### config.mk
export PLATFORM = sky130hd
export DESIGN_NAME = tcdm_bank_adapter
export DESIGN_NICKNAME = d
export VERILOG_FILES = /design/src/rtl/mempool_pkg.sv /design/src/rtl/tcdm_resp_fifo.sv /design/src/rtl/tcdm_bank_adapter.sv
export SDC_FILE = /design/constraint.sdc
export NUM_CORES = 1
export LEC_CHECK = 0
export ABC_AREA = 1
export CORE_ASPECT_RATIO = 0.7
export CORE_UTILIZATION = 48
export CTS_CLUSTER_SIZE = 10
export DETAILED_ROUTE_END_ITERATION = 6
export HOLD_SLACK_MARGIN = 0.05
export PLACE_DENSITY = 0.93
export SYNTH_ARGS = -nofsm -noshare
export SYNTH_HDL_FRONTEND = slang
export SYNTH_SLANG_ARGS = --single-unit
### constraint.sdc
create_clock -name clk_i -period 3.75 [get_ports clk_i]
set_clock_uncertainty 0.05 [all_clocks]
set_input_delay 0.5625 -clock clk_i [delete_from_list [all_inputs] [get_ports clk_i]]
set_output_delay 0.5625 -clock clk_i [all_outputs]
set_load 0.02 [all_outputs]
### src/rtl/mempool_pkg.sv
`default_nettype none
// +----------------------------------------------------------------------------+
// | Package     : mempool_pkg                                                   |
// | Description : Shared MemPool memory parameters and the TCDM bank-adapter    |
// |               types (bank select, row address, response record).           |
// | Revision    : 1.0 - initial release                                         |
// +----------------------------------------------------------------------------+
package mempool_pkg;

    localparam int unsigned AddrWidth        = 32;
    localparam int unsigned DataWidth        = 32;
    localparam int unsigned BeWidth          = DataWidth / 8;
    localparam int unsigned ByteOffset       = $clog2(BeWidth);
    localparam int unsigned BankingFactor    = 4;
    localparam int unsigned TCDMAddrMemWidth = 12;

    localparam int unsigned NumBanks         = BankingFactor;
    localparam int unsigned BankSelWidth     = $clog2(BankingFactor);
    localparam longint unsigned TCDMRegionBytes =
        longint'(BankingFactor) * (longint'(1) << TCDMAddrMemWidth) * longint'(BeWidth);

    typedef logic [AddrWidth-1:0]        addr_t;
    typedef logic [DataWidth-1:0]        data_t;
    typedef logic [BeWidth-1:0]          be_t;
    typedef logic [TCDMAddrMemWidth-1:0] tcdm_addr_t;
    typedef logic [BankSelWidth-1:0]     bank_sel_t;

    typedef struct packed {
        data_t rdata;
        logic  err;
    } tcdm_resp_t;

endpackage
`default_nettype wire

### src/rtl/tcdm_resp_fifo.sv
`default_nettype none
// +----------------------------------------------------------------------------+
// | Module      : tcdm_resp_fifo                                                |
// | Description : Synchronous (non fall-through) FIFO of tcdm_resp_t records.   |
// |               A pop and a push in the same cycle are accepted even when     |
// |               full; the freed slot is reused and the count is unchanged.    |
// | Revision    : 1.0 - initial release                                         |
// +----------------------------------------------------------------------------+
// | Ports       : clk, rst      clock, asynchronous active-high reset           |
// |               i_push/i_data write side                                      |
// |               i_pop/o_data  read side, o_data is 0 while empty              |
// |               o_full, o_empty, o_count  occupancy status                    |
// +----------------------------------------------------------------------------+
module tcdm_resp_fifo
    import mempool_pkg::*;
#(
    parameter int unsigned Depth = 4
) (
    input  logic                           clk,
    input  logic                           rst,
    input  logic                           i_push,
    input  tcdm_resp_t                     i_data,
    input  logic                           i_pop,
    output tcdm_resp_t                     o_data,
    output logic                           o_full,
    output logic                           o_empty,
    output logic [$clog2(Depth+1)-1:0]     o_count
);

    localparam int unsigned c_ptr_w = (Depth > 1) ? $clog2(Depth) : 1;
    localparam int unsigned c_cnt_w = $clog2(Depth + 1);

    tcdm_resp_t             r_mem [Depth];
    logic [c_ptr_w-1:0]     r_wptr;
    logic [c_ptr_w-1:0]     r_rptr;
    logic [c_cnt_w-1:0]     r_count;

    logic                   w_do_pop;
    logic                   w_do_push;

    assign o_empty   = (r_count == '0);
    assign o_full    = (r_count == c_cnt_w'(Depth));
    assign o_count   = r_count;

    assign w_do_pop  = i_pop && !o_empty;
    // When full, a concurrent pop frees the slot the write lands in.
    assign w_do_push = i_push && (!o_full || w_do_pop);

    // Output held at zero while empty so nothing stale is visible.
    assign o_data    = o_empty ? '0 : r_mem[r_rptr];

    always_ff @(posedge clk or posedge rst) begin
        if (rst) begin
            r_wptr  <= '0;
            r_rptr  <= '0;
            r_count <= '0;
        end else begin
            if (w_do_push) begin
                r_wptr <= (r_wptr == c_ptr_w'(Depth - 1)) ? '0 : r_wptr + 1'b1;
            end
            if (w_do_pop) begin
                r_rptr <= (r_rptr == c_ptr_w'(Depth - 1)) ? '0 : r_rptr + 1'b1;
            end
            if (w_do_push && !w_do_pop) begin
                r_count <= r_count + 1'b1;
            end else if (w_do_pop && !w_do_push) begin
                r_count <= r_count - 1'b1;
            end
        end
    end

    // Storage needs no reset: reads are masked while empty.
    always_ff @(posedge clk) begin
        if (w_do_push) begin
            r_mem[r_wptr] <= i_data;
        end
    end

endmodule
`default_nettype wire

### src/rtl/tcdm_bank_adapter.sv
`default_nettype none
// +----------------------------------------------------------------------------+
// | Module      : tcdm_bank_adapter                                             |
// | Description : Core-side TCDM request stream to NumBanks word-interleaved    |
// |               single-port SRAM banks. One bank access per cycle, in-order   |
// |               responses through a credit-guarded response FIFO so a read    |
// |               result is never lost under response back-pressure.            |
// | Revision    : 1.0 - initial release                                         |
// +----------------------------------------------------------------------------+
// | Ports       : clk_i, rst_i          clock, asynchronous active-high reset   |
// |               req_*                 core request (valid/ready handshake)    |
// |               resp_*                core response (valid/ready handshake)   |
// |               bank_req_o            one-hot bank select, handshake cycle    |
// |               bank_we/addr/wdata/be shared bank command, 0 when idle        |
// |               bank_rdata_i          per-bank read data, 1 cycle latency     |
// |               stat_*_o              only with TCDM_BANK_ADAPTER_STATS_EN    |
// | Option      : `define TCDM_BANK_ADAPTER_STATS_EN adds three saturating      |
// |               32-bit counters (in-range reads, in-range writes, stalls).    |
// +----------------------------------------------------------------------------+
module tcdm_bank_adapter
    import mempool_pkg::*;
#(
    parameter int unsigned NumBanks  = BankingFactor,
    parameter int unsigned RespDepth = 4,
    parameter int unsigned RowWidth  = TCDMAddrMemWidth
) (
    input  logic                          clk_i,
    input  logic                          rst_i,
    input  logic                          req_valid_i,
    output logic                          req_ready_o,
    input  logic [AddrWidth-1:0]          req_addr_i,
    input  logic                          req_wen_i,
    input  logic [DataWidth-1:0]          req_wdata_i,
    input  logic [BeWidth-1:0]            req_be_i,
    output logic                          resp_valid_o,
    input  logic                          resp_ready_i,
    output logic [DataWidth-1:0]          resp_rdata_o,
    output logic                          resp_err_o,
`ifdef TCDM_BANK_ADAPTER_STATS_EN
    output logic [31:0]                   stat_reads_o,
    output logic [31:0]                   stat_writes_o,
    output logic [31:0]                   stat_stall_o,
`endif
    output logic [NumBanks-1:0]           bank_req_o,
    output logic                          bank_we_o,
    output logic [RowWidth-1:0]           bank_addr_o,
    output logic [DataWidth-1:0]          bank_wdata_o,
    output logic [BeWidth-1:0]            bank_be_o,
    input  logic [NumBanks*DataWidth-1:0] bank_rdata_i
);

    localparam int unsigned c_sel_w = $clog2(NumBanks);
    localparam int unsigned c_cnt_w = $clog2(RespDepth + 1);
    localparam int unsigned c_use_w = c_cnt_w + 1;
    localparam longint unsigned c_region_bytes =
        longint'(NumBanks) * (longint'(1) << RowWidth) * longint'(BeWidth);

    // ------------------------------------------------------------------------
    // Address decode
    // ------------------------------------------------------------------------
    logic [c_sel_w-1:0]  w_bank;
    logic [RowWidth-1:0] w_row;
    logic                w_in_range;
    logic                w_hs;

    assign w_bank     = req_addr_i[ByteOffset +: c_sel_w];
    assign w_row      = req_addr_i[ByteOffset + c_sel_w +: RowWidth];
    assign w_in_range = (64'(req_addr_i) < c_region_bytes);

    // ------------------------------------------------------------------------
    // Credit: a request may only be accepted if a FIFO slot is guaranteed for
    // its response, counting the one still in the SRAM pipeline. Built from
    // registered state only, so resp_ready_i never reaches req_ready_o.
    // ------------------------------------------------------------------------
    logic [c_cnt_w-1:0]  w_count;
    logic [c_use_w-1:0]  w_credit_used;
    logic                r_inf_valid;
    logic [c_sel_w-1:0]  r_inf_bank;
    logic                r_inf_write;
    logic                r_inf_err;

    assign w_credit_used = {1'b0, w_count} + c_use_w'(r_inf_valid);
    assign req_ready_o   = (w_credit_used < c_use_w'(RespDepth));
    assign w_hs          = req_valid_i && req_ready_o;

    // ------------------------------------------------------------------------
    // Bank command: only driven during an in-range handshake; otherwise the
    // shared bus is held at zero to avoid toggling into the SRAM macros.
    // ------------------------------------------------------------------------
    always_comb begin
        bank_req_o   = '0;
        bank_we_o    = 1'b0;
        bank_addr_o  = '0;
        bank_wdata_o = '0;
        bank_be_o    = '0;
        if (w_hs && w_in_range) begin
            bank_req_o[w_bank] = 1'b1;
            bank_we_o          = req_wen_i;
            bank_addr_o        = w_row;
            bank_wdata_o       = req_wdata_i;
            bank_be_o          = req_be_i;
        end
    end

    // ------------------------------------------------------------------------
    // Inflight stage: remembers which bank answers next cycle
    // ------------------------------------------------------------------------
    always_ff @(posedge clk_i or posedge rst_i) begin
        if (rst_i) begin
            r_inf_valid <= 1'b0;
            r_inf_bank  <= '0;
            r_inf_write <= 1'b0;
            r_inf_err   <= 1'b0;
        end else begin
            r_inf_valid <= w_hs;
            if (w_hs) begin
                r_inf_bank  <= w_bank;
                r_inf_write <= req_wen_i;
                r_inf_err   <= !w_in_range;
            end
        end
    end

    // ------------------------------------------------------------------------
    // Response capture
    // ------------------------------------------------------------------------
    logic [DataWidth-1:0] w_bank_data;
    tcdm_resp_t           w_push_data;
    tcdm_resp_t           w_pop_data;
    logic                 w_push;
    logic                 w_pop;
    logic                 w_full;
    logic                 w_empty;

    always_comb begin
        w_bank_data = '0;
        for (int b = 0; b < NumBanks; b++) begin
            if (r_inf_bank == c_sel_w'(b)) begin
                w_bank_data = bank_rdata_i[b*DataWidth +: DataWidth];
            end
        end
    end

    assign w_push            = r_inf_valid;
    assign w_push_data.rdata = (!r_inf_write && !r_inf_err) ? w_bank_data : '0;
    assign w_push_data.err   = r_inf_err;

    assign resp_valid_o      = !w_empty;
    assign w_pop             = resp_valid_o && resp_ready_i;
    assign resp_rdata_o      = w_pop_data.rdata;
    assign resp_err_o        = w_pop_data.err;

    tcdm_resp_fifo #(
        .Depth   (RespDepth)
    ) u_resp_fifo (
        .clk     (clk_i),
        .rst     (rst_i),
        .i_push  (w_push),
        .i_data  (w_push_data),
        .i_pop   (w_pop),
        .o_data  (w_pop_data),
        .o_full  (w_full),
        .o_empty (w_empty),
        .o_count (w_count)
    );

    // The credit rule must make an overflowing push impossible.
    assert property (@(posedge clk_i) disable iff (rst_i) !(w_push && w_full));

    // ------------------------------------------------------------------------
    // Optional statistics
    // ------------------------------------------------------------------------
`ifdef TCDM_BANK_ADAPTER_STATS_EN
    logic [31:0] r_stat_reads;
    logic [31:0] r_stat_writes;
    logic [31:0] r_stat_stall;

    always_ff @(posedge clk_i or posedge rst_i) begin
        if (rst_i) begin
            r_stat_reads  <= '0;
            r_stat_writes <= '0;
            r_stat_stall  <= '0;
        end else begin
            if (w_hs && w_in_range && !req_wen_i && (r_stat_reads != '1)) begin
                r_stat_reads <= r_stat_reads + 1'b1;
            end
            if (w_hs && w_in_range && req_wen_i && (r_stat_writes != '1)) begin
                r_stat_writes <= r_stat_writes + 1'b1;
            end
            if (req_valid_i && !req_ready_o && (r_stat_stall != '1)) begin
                r_stat_stall <= r_stat_stall + 1'b1;
            end
        end
    end

    assign stat_reads_o  = r_stat_reads;
    assign stat_writes_o = r_stat_writes;
    assign stat_stall_o  = r_stat_stall;
`endif

endmodule
`default_nettype wire

==> flow_summary.rst, run 1 <==
.. list-table::
   :header-rows: 1

   * - Metric
     - Value
   * - Die Outline Area
     - 16190 um2
   * - Final GP Congestion
     - 0.8802
   * - Hold Vio Cnt, Final
     - 0
   * - Setup slack at placement
     - 0.4317 ns
   * - Final core area utilization
     - 0.7418
   * - Residual overflow from global routing
     - 0
   * - PortBufs
     - 286
   * - Met1 usage
     - 0.3612
   * - Max FO, Critical Path
     - 42
   * - Initial antenna violation count
     - 0
   * - Cell repeated most along the worst path
     - sky130_fd_sc_hd__nor2_1
   * - Post-Layout Inst Area
     - 11130 um2
   * - Beginning of the critical path
     - u_resp_fifo.r_rptr[0]$_DFFE_PP0P_
   * - Detailed-placement wirelength estimate
     - 16240 um
   * - Hold buffers post-CTS
     - 0
   * - Global-route usage over all layers
     - 0.2908
   * - Kind of capture point of the worst setup path
     - output pin
   * - Synth-to-layout area growth
     - 47.90%
   * - Sum of routed wire length over all layers
     - 22690 um
   * - Clock share of power
     - 0.195
   * - Register share of total power
     - 0.306
   * - Startpoint-to-endpoint class of the critical path
     - register to output pin
   * - Pin count of the biggest net entering global routing
     - 50
   * - Worst min-delay path class
     - input port to async pin
   * - Setup Buffers After CTS
     - 0
   * - Peak clock frequency supported by timing
     - 0.2901 GHz
   * - Clock-pin slew of the registers on the worst-case setup and hold paths
     - 0.06 ns
   * - Net load switching power
     - 3263 uW
   * - Residual DRC count
     - 0
   * - Fraction of layout cells with a size suffix above 1
     - 0.07187
   * - X dimension of the die
     - 151.6 um
   * - Largest stage delay on the critical path
     - 0.71 ns
   * - Number of vias per cell
     - 5.135
   * - Register bit count reported by yosys
     - 144
   * - Area of the core
     - 15000 um2
   * - Number of top-level pins
     - 289
   * - Met2 usage in global routing
     - 0.4945
   * - Wire length of the first global-routing pass
     - 34840 um
   * - Height of the chip
     - 106.7 um
   * - RSZ-0062 raised after global routing
     - no
   * - Startpoint class of the critical path
     - register
   * - Cells resized by post-CTS repair
     - 0
   * - Number of DRC violations after detailed-routing iteration 0
     - 534
   * - Clock insertion delay at the later pin of the skew report
     - 0.41 ns
   * - Synth Instances
     - 854
   * - Crit path buf inv count
     - 2
   * - Mapped Area
     - 7523 um2
   * - Worst slew margin relative to its limit
     - 0.4249
   * - Vias in the first global route
     - ~7000
   * - Number of vias after detailed routing
     - 6860
   * - Comb power frac
     - 0.499
   * - Number of clock sinks
     - 144
   * - Critical-path cell with the highest stage delay
     - sky130_fd_sc_hd__dfrtp_2
   * - Final sum of negative setup slack
     - 0 ns
   * - Period utilisation layout
     - 0.9191
   * - Final WS setup
     - 0.3033 ns
   * - Yosys warns
     - 0
   * - Starting density of the core
     - 0.5016
   * - Number of H-tree branching levels
     - 4
   * - Leak Pwr
     - 0.004476 uW
   * - Met3 usage
     - 0.07021
   * - DRT Pass-1 Iters
     - 5
   * - Total power draw
     - 7891 uW
   * - Startpoint of the most critical register-to-register path
     - u_resp_fifo.o_count[0]$_DFFE_PP0P_
   * - Count of antenna diodes in the layout
     - 0
   * - Placed Area
     - roughly 11000 um2
   * - Placement Rows
     - 37
   * - CP delay by family, top
     - buffers and inverters
   * - CP Data Arrival Time
     - 2.83 ns
   * - Crit path cell chain
     - buf_4 > nor2_1 > nor2_1 > o21ai_0 > a21oi_1 > clkdlybuf4s50_1
   * - Number of different library cells in the post-synthesis netlist
     - 29
   * - Worst voltage drop across the vdd grid
     - roughly 370 uV
   * - Layout Nets
     - 1336
   * - Clk buf depth
     - 2
   * - Number of buffers created by CTS
     - 17
   * - Cell at the root of the clock tree
     - sky130_fd_sc_hd__clkbuf_16
   * - CP required
     - about 3.1 ns
   * - Number of failing setup endpoints in the final timing report
     - 0
   * - Final Critical Period
     - 3.447 ns
   * - Switching power as a share of total power
     - 0.4135
   * - Power per cell area
     - 709.2 nW/um2
   * - Outcome
     - complete, no violations
   * - Slew of the pin with the lowest slew margin
     - roughly 0.86 ns
   * - Max-slew violations
     - 0
   * - Global-route layer with the greatest usage
     - met2
   * - Routed WL per cell
     - 16.98 um
   * - Portion of the post-synthesis area used by sequential elements
     - 0.5668
   * - Clock tree from TritonCTS
     - done
   * - Max Cap Viol
     - 0
   * - Post-route antenna net violation count
     - 0
   * - Post-Syn Nets
     - 1062
   * - Synth Area per Inst
     - 8.810 um2
   * - Int Pwr
     - 4628 uW
path summary, 6_finish.rpt:
check                           slack, ns                                  to  depth (start not counted)
worst max-delay path                 0.30                    resp_rdata_o[21]                          6
worst min-delay path                 0.43             r_inf_write$_DFFE_PP0P_                          2
worst max register to register       1.53  u_resp_fifo.o_count[1]$_DFFE_PP0P_                          9
worst min register to register       0.46             r_inf_write$_DFFE_PP0P_                          2
max in group asynchronous            2.87   u_resp_fifo.r_rptr[0]$_DFFE_PP0P_                          2
min in group clk_i                   0.46             r_inf_write$_DFFE_PP0P_                          2
stage by stage:
| step | hold slack, ns | cells |
|---|---|---|
| 3_3_place_gp | 0.4418 | 1304 |
| 6_report | 0.4260 | 1336 |
| 2_1_floorplan | 0.3772 | 854 |
| 5_1_grt | 0.4627 | 1336 |
| 3_5_place_dp | 0.4449 | 1304 |
| 4_1_cts | 0.4266 | 1336 |
state kept, by name, summed over array words and instances (netlist names):
signal               flops
r_inf_bank               2
r_inf_err                1
r_inf_valid              1
r_inf_write              1
u_resp_fifo.o_count      3
u_resp_fifo.r_mem      132
u_resp_fifo.r_rptr       2
u_resp_fifo.r_wptr       2
final cells by class:
cell class | instances | area (um2)
clock inverter | 15 | 130.1
fill | 989 | 3872
timing repair buffer | 302 | 3008
clock buffer | 17 | 425.4
inverter | 115 | 431.7
sequential | 144 | 4265
tap | 195 | 244.0
multi-input combinational | 548 | 2623
synth_stat cells, drive strengths merged:
| master | count | share of area |
|---|---|---|
| buf | 28 | 0.022 |
| ha | 6 | 0.010 |
| clkbuf | 19 | 0.010 |
| xor2 | 1 | 0.0012 |
| a21oi | 48 | 0.032 |
| or2 | 13 | 0.011 |
| nand3 | 37 | 0.026 |
| nor2 | 209 | 0.12 |
| o21a | 19 | 0.019 |
| edfxtp | 132 | 0.53 |
| o21ai | 103 | 0.069 |
| fa | 1 | 0.0027 |
| dfrtp | 12 | 0.040 |
| inv | 115 | 0.057 |
| nand2 | 110 | 0.056 |
| xnor2 | 1 | 0.0012 |
layout by cell type, fill, tap and decap left out, drive strengths merged:
cell and instances:
clkdlybuf4s50 286, nor2 209, edfxtp 132, inv 121, nand2 110, o21ai 103
a21oi 48, nand3 37, o21a 19, clkbuf 17, buf 16, or2 13
dfrtp 12, clkinv 7, ha 6, clkinvlp 2, xnor2 1, xor2 1
fa 1
power groups by stage:
stage / registers (uW) / logic, uW / clock network (uW)
CTS: 2420 / 3930 / 1550
floorplan: 2390 / 2360 / 0
global placement: 2430 / 3790 / 0
detailed placement: 2450 / 3910 / 0
finish: 2420 / 3940 / 1540
global route: 2440 / 4300 / 1620
per-layer routing:
| layer | routed length, um | up-vias |
|---|---|---|
| met3 | 1773 | 37 |
| li1 | - | 3322 |
| met4 | 520 | 0 |
| met1 | 9067 | 3197 |
| met5 | 0 | - |
| met2 | 11330 | 304 |
cell families (layout without fill, tap and decap cells):
family | count (synthesis) | count (layout) | share of synthesized area
adder cells (fa/ha/maj) | 7 | 7 | 0.01264
AND/OR/NAND/NOR | 369 | 369 | 0.2095
XOR/XNOR | 2 | 2 | 0.002329
buffers and inverters | 162 | 449 | 0.08931
AO/OA/AOI/OAI | 170 | 170 | 0.1194
flip-flops | 144 | 144 | 0.5668
Note: power is estimated with default switching activity, not from simulation.
==> run 2: changes to the inputs <==
--- a/config.mk
+++ b/config.mk
@@ -7,11 +7,12 @@
 export LEC_CHECK = 0
 export ABC_AREA = 1
 export CORE_ASPECT_RATIO = 0.7
-export CORE_UTILIZATION = 48
+export CORE_UTILIZATION = 45
 export CTS_CLUSTER_SIZE = 10
 export DETAILED_ROUTE_END_ITERATION = 6
+export GPL_ROUTABILITY_DRIVEN = 0
 export HOLD_SLACK_MARGIN = 0.05
-export PLACE_DENSITY = 0.93
+export PLACE_DENSITY = 0.88
 export SYNTH_ARGS = -nofsm -noshare
 export SYNTH_HDL_FRONTEND = slang
 export SYNTH_SLANG_ARGS = --single-unit
==> run 2 against run 1 <==
  * Fmax shrank 1.5%
  * Combinational power is essentially flat
  * Die area grew 6.6%
  * Clock-buffer cell count grew 2
  * Final cell count grew 2.2%
  * Sequential share of layout area shrank 0.095 points
  * Via count shrank 1.7%
  * Non-clock buffer count is the same
  * Worst hold slack gained 0.0048 ns
  * Critical path type unchanged
==> flow_summary.rst, run 2 (synthesis results as in run 1) <==
.. list-table::
   :header-rows: 1

   * - Metric
     - Value
   * - Leak Pwr
     - 0.004472 uW
   * - Comb power frac
     - 0.497
   * - Met1 usage
     - 0.3312
   * - Clock insertion delay at the later pin of the skew report
     - 0.42 ns
   * - Register share of total power
     - 0.303
   * - Die Outline Area
     - 17250 um2
   * - X dimension of the die
     - 156.5 um
   * - Setup Buffers After CTS
     - 0
   * - Peak clock frequency supported by timing
     - roughly 0.29 GHz
   * - Max Cap Viol
     - 0
   * - Startpoint-to-endpoint class of the critical path
     - register to output pin
   * - Global-route layer with the greatest usage
     - met2
   * - Kind of capture point of the worst setup path
     - output pin
   * - Startpoint class of the critical path
     - register
   * - Count of antenna diodes in the layout
     - 0
   * - Number of H-tree branching levels
     - 4
   * - Pin count of the biggest net entering global routing
     - 55
   * - Max FO, Critical Path
     - 54
   * - Post-Layout Inst Area
     - 11150 um2
   * - Max-slew violations
     - 0
   * - Post-placement cell count
     - 1334
   * - Outcome
     - complete, no violations
   * - Slew of the pin with the lowest slew margin
     - slightly below 0.8 ns
   * - Footprint of the multi-input gates
     - 2623 um2
   * - Cell repeated most along the worst path
     - sky130_fd_sc_hd__nor2_1
   * - Area of the core
     - 16350 um2
   * - Setup slack at placement
     - 0.5193 ns
   * - Vias in the first global route
     - approximately 6400
   * - Hold buffers post-CTS
     - 0
   * - Crit path cell chain
     - buf_4 > nor2_1 > nor2_1 > o21ai_0 > a21oi_1 > clkdlybuf4s50_1
   * - Switching power as a share of total power
     - 0.4095
   * - Number of buffers created by CTS
     - 17
   * - Starting density of the core
     - 0.4602
   * - Worst voltage drop across the vdd grid
     - around 500 uV
   * - Clock share of power
     - 0.200
   * - Sequential cell area
     - 4265 um2
   * - Number of DRC violations after detailed-routing iteration 0
     - 554
   * - Sum of routed wire length over all layers
     - 22700 um
   * - Final sum of negative setup slack
     - 0 ns
   * - Clk buf depth
     - 2
   * - Post-route antenna net violation count
     - 0
   * - Number of failing setup endpoints in the final timing report
     - 0
   * - Layout Nets
     - 1336
   * - Clock tree from TritonCTS
     - done
   * - Number of clock sinks
     - 144
   * - CP required
     - 3.14 ns
   * - Placed Area
     - 10600 um2
   * - Final WS setup
     - ~0.25 ns
   * - Clock-pin slew of the registers on the worst-case setup and hold paths
     - 0.06 ns
   * - Placement Rows
     - 39
   * - DRT Pass-1 Iters
     - 6
   * - Hold Vio Cnt, Final
     - 0
   * - Most common cell after layout, fill and taps aside
     - sky130_fd_sc_hd__clkdlybuf4s50_1
   * - Global-route usage over all layers
     - 0.2656
   * - Worst slew margin relative to its limit
     - 0.4719
   * - Number of vias per cell
     - 4.936
   * - Period utilisation layout
     - 0.9335
   * - RSZ-0062 raised after global routing
     - no
   * - Number of top-level pins
     - approximately 290
   * - Detailed-placement wirelength estimate
     - 16480 um
   * - PortBufs
     - 286
   * - CP Data Arrival Time
     - 2.89 ns
   * - Residual DRC count
     - 0
   * - Final Critical Period
     - 3.501 ns
   * - Met2 usage in global routing
     - 0.4426
   * - Top library cells by usage in the layout, fill and taps aside
     - sky130_fd_sc_hd__clkdlybuf4s50_1, sky130_fd_sc_hd__nor2_1, sky130_fd_sc_hd__edfxtp_1, sky130_fd_sc_hd__inv_1, sky130_fd_sc_hd__nand2_1
   * - Cells resized by post-CTS repair
     - 0
   * - Worst min-delay path class
     - input port to async pin
   * - Int Pwr
     - approximately 4700 uW
   * - Wire length of the first global-routing pass
     - 33740 um
   * - Synth-to-layout area growth
     - 48.26%
   * - Reg with most FFs
     - u_resp_fifo.r_mem
   * - Number of vias after detailed routing
     - 6743
   * - Largest stage delay on the critical path
     - 0.68 ns
   * - Initial antenna violation count
     - 0
   * - Crit path buf inv count
     - 2
   * - Net load switching power
     - 3243 uW
   * - Met3 usage
     - 0.07819
   * - Cell at the root of the clock tree
     - sky130_fd_sc_hd__clkbuf_16
   * - Power per cell area
     - roughly 710 nW/um2
   * - Flip-flop count of the largest register after layout
     - roughly 130
   * - Critical-path cell with the highest stage delay
     - sky130_fd_sc_hd__clkdlybuf4s50_1
   * - Routed WL per cell
     - 16.62 um
   * - Height of the chip
     - 110.2 um
   * - Fraction of layout cells with a size suffix above 1
     - 0.07011
   * - CP delay by family, top
     - buffers and inverters
   * - Residual overflow from global routing
     - 0
   * - FILL cells
     - 1206
   * - Finished Layout Cells
     - 1366
[run 2: changes by cell type in the layout (fill, tap and decap cells not counted), sizes merged]
| cell | before | now |
|---|---|---|
| clkinv | 7 | 2 |
| clkinvlp | 2 | 3 |
| bufinv | 0 | 1 |
| clkbuf | 17 | 19 |
| inv | 121 | 122 |
[run 2: per-layer routing]
| metal | vias up | wire length (um) |
|---|---|---|
| li1 | 3313 | - |
| met2 | 268 | 10900 |
| met1 | 3118 | 9435 |
| met5 | - | 0 |
| met4 | 0 | 561 |
| met3 | 44 | 1803 |
[run 2: final cells by class]
class,count,share of cell area
Multi-Input combinational cell,548,0.2351
Inverter,115,0.03870
Timing Repair Buffer,302,0.2685
Tap cell,225,0.02524
Clock inverter,13,0.01122
Clock buffer,19,0.03881
Sequential cell,144,0.3824
[run 2: final timing paths]
path | from | to | slack [ns] | cells past startpoint
worst max-delay path | u_resp_fifo.r_rptr[0]$_DFFE_PP0P_ | resp_rdata_o[31] | 0.25 | 6
worst min-delay path | rst_i | u_resp_fifo.o_count[1]$_DFFE_PP0P_ | 0.43 | 2
worst max register to register | u_resp_fifo.o_count[1]$_DFFE_PP0P_ | u_resp_fifo.o_count[2]$_DFFE_PP0P_ | 1.50 | 11
worst min register to register | r_inf_write$_DFFE_PP0P_ | r_inf_write$_DFFE_PP0P_ | 0.47 | 2
max in group asynchronous | rst_i | u_resp_fifo.r_rptr[0]$_DFFE_PP0P_ | 2.87 | 2
min in group clk_i | r_inf_write$_DFFE_PP0P_ | r_inf_write$_DFFE_PP0P_ | 0.47 | 2
[run 2: metrics by stage]
stage / utilization / power [uW] / hold WS [ns]
final: 0.6824 / 7920 / 0.4309
after CTS: 0.6824 / 7948 / 0.4316
after global placement: 0.6482 / 6226 / 0.4480
after global routing: 0.6824 / 8402 / 0.4862
after floorplan: - / 4754 / 0.3772
after detailed placement: 0.6482 / 6363 / 0.4620
[run 2: power by group through the flow]
| stage | sequential, uW | clock (uW) | combinational (uW) |
|---|---|---|---|
| after floorplan | 2390 | 0 | 2360 |
| after global placement | 2420 | 0 | 3810 |
| after detailed placement | 2430 | 0 | 3930 |
| after CTS | 2400 | 1590 | 3950 |
| after global routing | 2430 | 1670 | 4310 |
| final | 2400 | 1580 | 3930 |
[run 2: worst reg2reg max path, cell delays in order, from the launching register on]
cell                      delay [ns]
sky130_fd_sc_hd__dfrtp_1        0.43
sky130_fd_sc_hd__nor2_1         0.16
sky130_fd_sc_hd__nand2_1        0.07
sky130_fd_sc_hd__nand2_1        0.34
sky130_fd_sc_hd__inv_1          0.16
sky130_fd_sc_hd__ha_1           0.26
sky130_fd_sc_hd__inv_1          0.09
sky130_fd_sc_hd__fa_1           0.19
sky130_fd_sc_hd__inv_1          0.05
sky130_fd_sc_hd__nand2_1        0.07
sky130_fd_sc_hd__nand3_1        0.10
sky130_fd_sc_hd__xor2_1         0.15
==> run 3: changes to the inputs <==
==> constraint.sdc (replaced) <==
create_clock -name clk_i -period 3.7 [get_ports clk_i]
set_clock_uncertainty 0.05 [all_clocks]
set_input_delay 0.555 -clock clk_i [delete_from_list [all_inputs] [get_ports clk_i]]
set_output_delay 0.555 -clock clk_i [all_outputs]
set_load 0.02 [all_outputs]
==> run 3 against run 2 <==
  * Clock-buffer cell count down 1
  * Via count up 0.93%
  * Die area unchanged
  * Final cell count down 0.22%
  * Power up 1.6%
  * Non-clock buffer count down 3
  * Core utilization about the same
  * Combinational power about the same
  * Highest routed layer unchanged
==> flow_summary.rst, run 3 (synthesis results as in run 1) <==
.. list-table::
   :header-rows: 1

   * - Metric
     - Value
   * - Vias in the first global route
     - 6598
   * - Number of vias after detailed routing
     - 6806
   * - Total power draw
     - 8048 uW
   * - Power per cell area
     - between 700 and 800 nW/um2
   * - Reg with most FFs
     - u_resp_fifo.r_mem
   * - Crit path cell chain
     - inv_2 > nor2_1 > o21ai_0 > a21oi_1 > clkdlybuf4s50_1
   * - Number of buffers created by CTS
     - 17
   * - Cell at the root of the clock tree
     - sky130_fd_sc_hd__clkbuf_16
   * - Setup Buffers After CTS
     - 0
   * - Detailed-placement wirelength estimate
     - approximately 16000 um
   * - Outcome
     - complete, no violations
   * - Flip-flop count of the largest register after layout
     - 132
   * - Height of the chip
     - approximately 110 um
   * - Post-Layout Inst Area
     - between 10000 and 15000 um2
   * - FILL cells
     - ~1200
   * - Slack of the worst reg-to-reg path
     - 1.12 ns
   * - Starting density of the core
     - 0.4602
   * - Number of vias per cell
     - 4.993
   * - Startpoint class of the critical path
     - register
   * - Worst slew margin relative to its limit
     - 0.3306
   * - Finished Layout Cells
     - 1363
   * - Residual overflow from global routing
     - 0
   * - DRT Pass-1 Iters
     - 5
   * - Largest stage delay on the critical path
     - 0.68 ns
   * - Placement Rows
     - 39
   * - Number of DRC violations after detailed-routing iteration 0
     - 561
   * - Clock tree from TritonCTS
     - done
   * - Hold Vio Cnt, Final
     - 0
   * - Startpoint-to-endpoint class of the critical path
     - register to output pin
   * - Number of clock sinks
     - 144
   * - Initial antenna violation count
     - 0
   * - Period utilisation layout
     - 0.9145
   * - Fraction of layout cells with a size suffix above 1
     - 0.07030
   * - Final Critical Period
     - 3.384 ns
   * - Leak Pwr
     - about 0.0045 uW
   * - Worst min-delay path class
     - input port to async pin
   * - Max-slew violations
     - 0
   * - Max FO, Critical Path
     - 34
   * - Pin count of the biggest net entering global routing
     - 69
   * - Sum of routed wire length over all layers
     - 22730 um
   * - Critical-path cell with the highest stage delay
     - sky130_fd_sc_hd__dfrtp_1
   * - Top library cells by usage in the layout, fill and taps aside
     - sky130_fd_sc_hd__clkdlybuf4s50_1, sky130_fd_sc_hd__nor2_1, sky130_fd_sc_hd__edfxtp_1, sky130_fd_sc_hd__inv_1, sky130_fd_sc_hd__nand2_1
   * - Routed WL per cell
     - 16.68 um
   * - Residual DRC count
     - 0
   * - R2R cell count
     - 5
   * - Startpoint of the most critical register-to-register path
     - r_inf_bank[1]$_DFFE_PP0P_
   * - Max Cap Viol
     - 0
   * - Peak clock frequency supported by timing
     - 0.2955 GHz
   * - Area of the core
     - 16350 um2
   * - Synth-to-layout area growth
     - 48.33%
   * - Clock-pin slew of the registers on the worst-case setup and hold paths
     - ~0.060 ns
   * - X dimension of the die
     - 156.5 um
   * - Post-route antenna net violation count
     - 0
   * - Final core area utilization
     - 0.6827
   * - Cells resized by post-CTS repair
     - 0
   * - Clk buf depth
     - 2
   * - Number of failing setup endpoints in the final timing report
     - 0
   * - Slew of the pin with the lowest slew margin
     - about 1 ns
   * - Number of top-level pins
     - 289
   * - Worst voltage drop across the vdd grid
     - 420.2 uV
   * - Wire length of the first global-routing pass
     - around 34000 um
   * - Number of H-tree branching levels
     - 4
   * - Most common cell after layout, fill and taps aside
     - sky130_fd_sc_hd__clkdlybuf4s50_1
   * - Placed Area
     - 10580 um2
   * - CP Data Arrival Time
     - approximately 2.8 ns
   * - Hold buffers post-CTS
     - 0
   * - Die Outline Area
     - about 17000 um2
   * - Post-placement cell count
     - 1331
   * - CP required
     - around 3.1 ns
   * - Worst reg2reg path endpoint
     - u_resp_fifo.r_mem[2][19]$_DFFE_PP_
   * - Count of antenna diodes in the layout
     - 0
   * - PortBufs
     - 286
   * - Clock insertion delay at the later pin of the skew report
     - 0.41 ns
   * - Kind of capture point of the worst setup path
     - output pin
   * - Final sum of negative setup slack
     - 0 ns
   * - Global-route usage over all layers
     - 0.2675
   * - Layout Nets
     - 1333
   * - RSZ-0062 raised after global routing
     - no
-- run 3: report_power, final --
part	switching [uW]	internal (uW)	total, uW
logic	2400	1490	3900
clock network	682	949	1630
registers	221	2300	2520
-- run 3: area by class of cell --
class / count / area [um2] / share of cell area
Clock buffer: 18 / 429.2 / 0.03846
Clock inverter: 14 / 146.4 / 0.01312
Inverter: 115 / 431.7 / 0.03868
Multi-Input combinational cell: 548 / 2623 / 0.2350
Sequential cell: 144 / 4265 / 0.3822
Tap cell: 225 / 281.5 / 0.02523
Timing Repair Buffer: 299 / 2983 / 0.2673
-- run 3: metrics by stage --
step | setup slack (ns) | hold slack (ns)
after detailed placement | 0.5637 | 0.4527
after CTS | 0.3013 | 0.4192
final | 0.3163 | 0.4088
after floorplan | 1.064 | 0.3697
after global routing | 0.09908 | 0.4587
after global placement | 0.6000 | 0.4457
-- run 3: metal layers --
| layer | share of wire | wire length [um] | track usage | up-vias |
|---|---|---|---|---|
| li1 | - | - | - | 3310 |
| met5 | 0 | 0 | 0 | - |
| met1 | 0.41 | 9233 | 0.3291 | 3153 |
| met2 | 0.49 | 11180 | 0.4570 | 296 |
| met4 | 0.028 | 633 | 0.1057 | 0 |
| met3 | 0.074 | 1689 | 0.06685 | 47 |
-- run 3: how the worst max path moves through the flow --
| stage | start | to | depth (start not counted) | slack [ns] |
|---|---|---|---|---|
| 2_1_floorplan | resp_ready_i | u_resp_fifo.r_mem[0][0]$_DFFE_PP_ | 4 | 1.06 |
| 3_3_place_gp | req_addr_i[25] | bank_be_o[3] | 8 | 0.60 |
| 3_5_place_dp | req_addr_i[28] | bank_wdata_o[18] | 8 | 0.56 |
| 5_1_grt | u_resp_fifo.r_rptr[1]$_DFFE_PP0P_ | resp_rdata_o[1] | 5 | 0.1 |
| 6_report | u_resp_fifo.r_rptr[1]$_DFFE_PP0P_ | resp_rdata_o[21] | 5 | 0.32 |
| 4_1_cts | u_resp_fifo.r_rptr[1]$_DFFE_PP0P_ | resp_rdata_o[21] | 5 | 0.30 |
-- run 3: worst max-delay path, delay by kind of cell (launching register included) --
kind,cells,cell delay (ns)
AO/OA/AOI/OAI,2,0.36
AND/OR/NAND/NOR,1,0.20
flip-flops,1,0.68
buffers and inverters,2,1.13
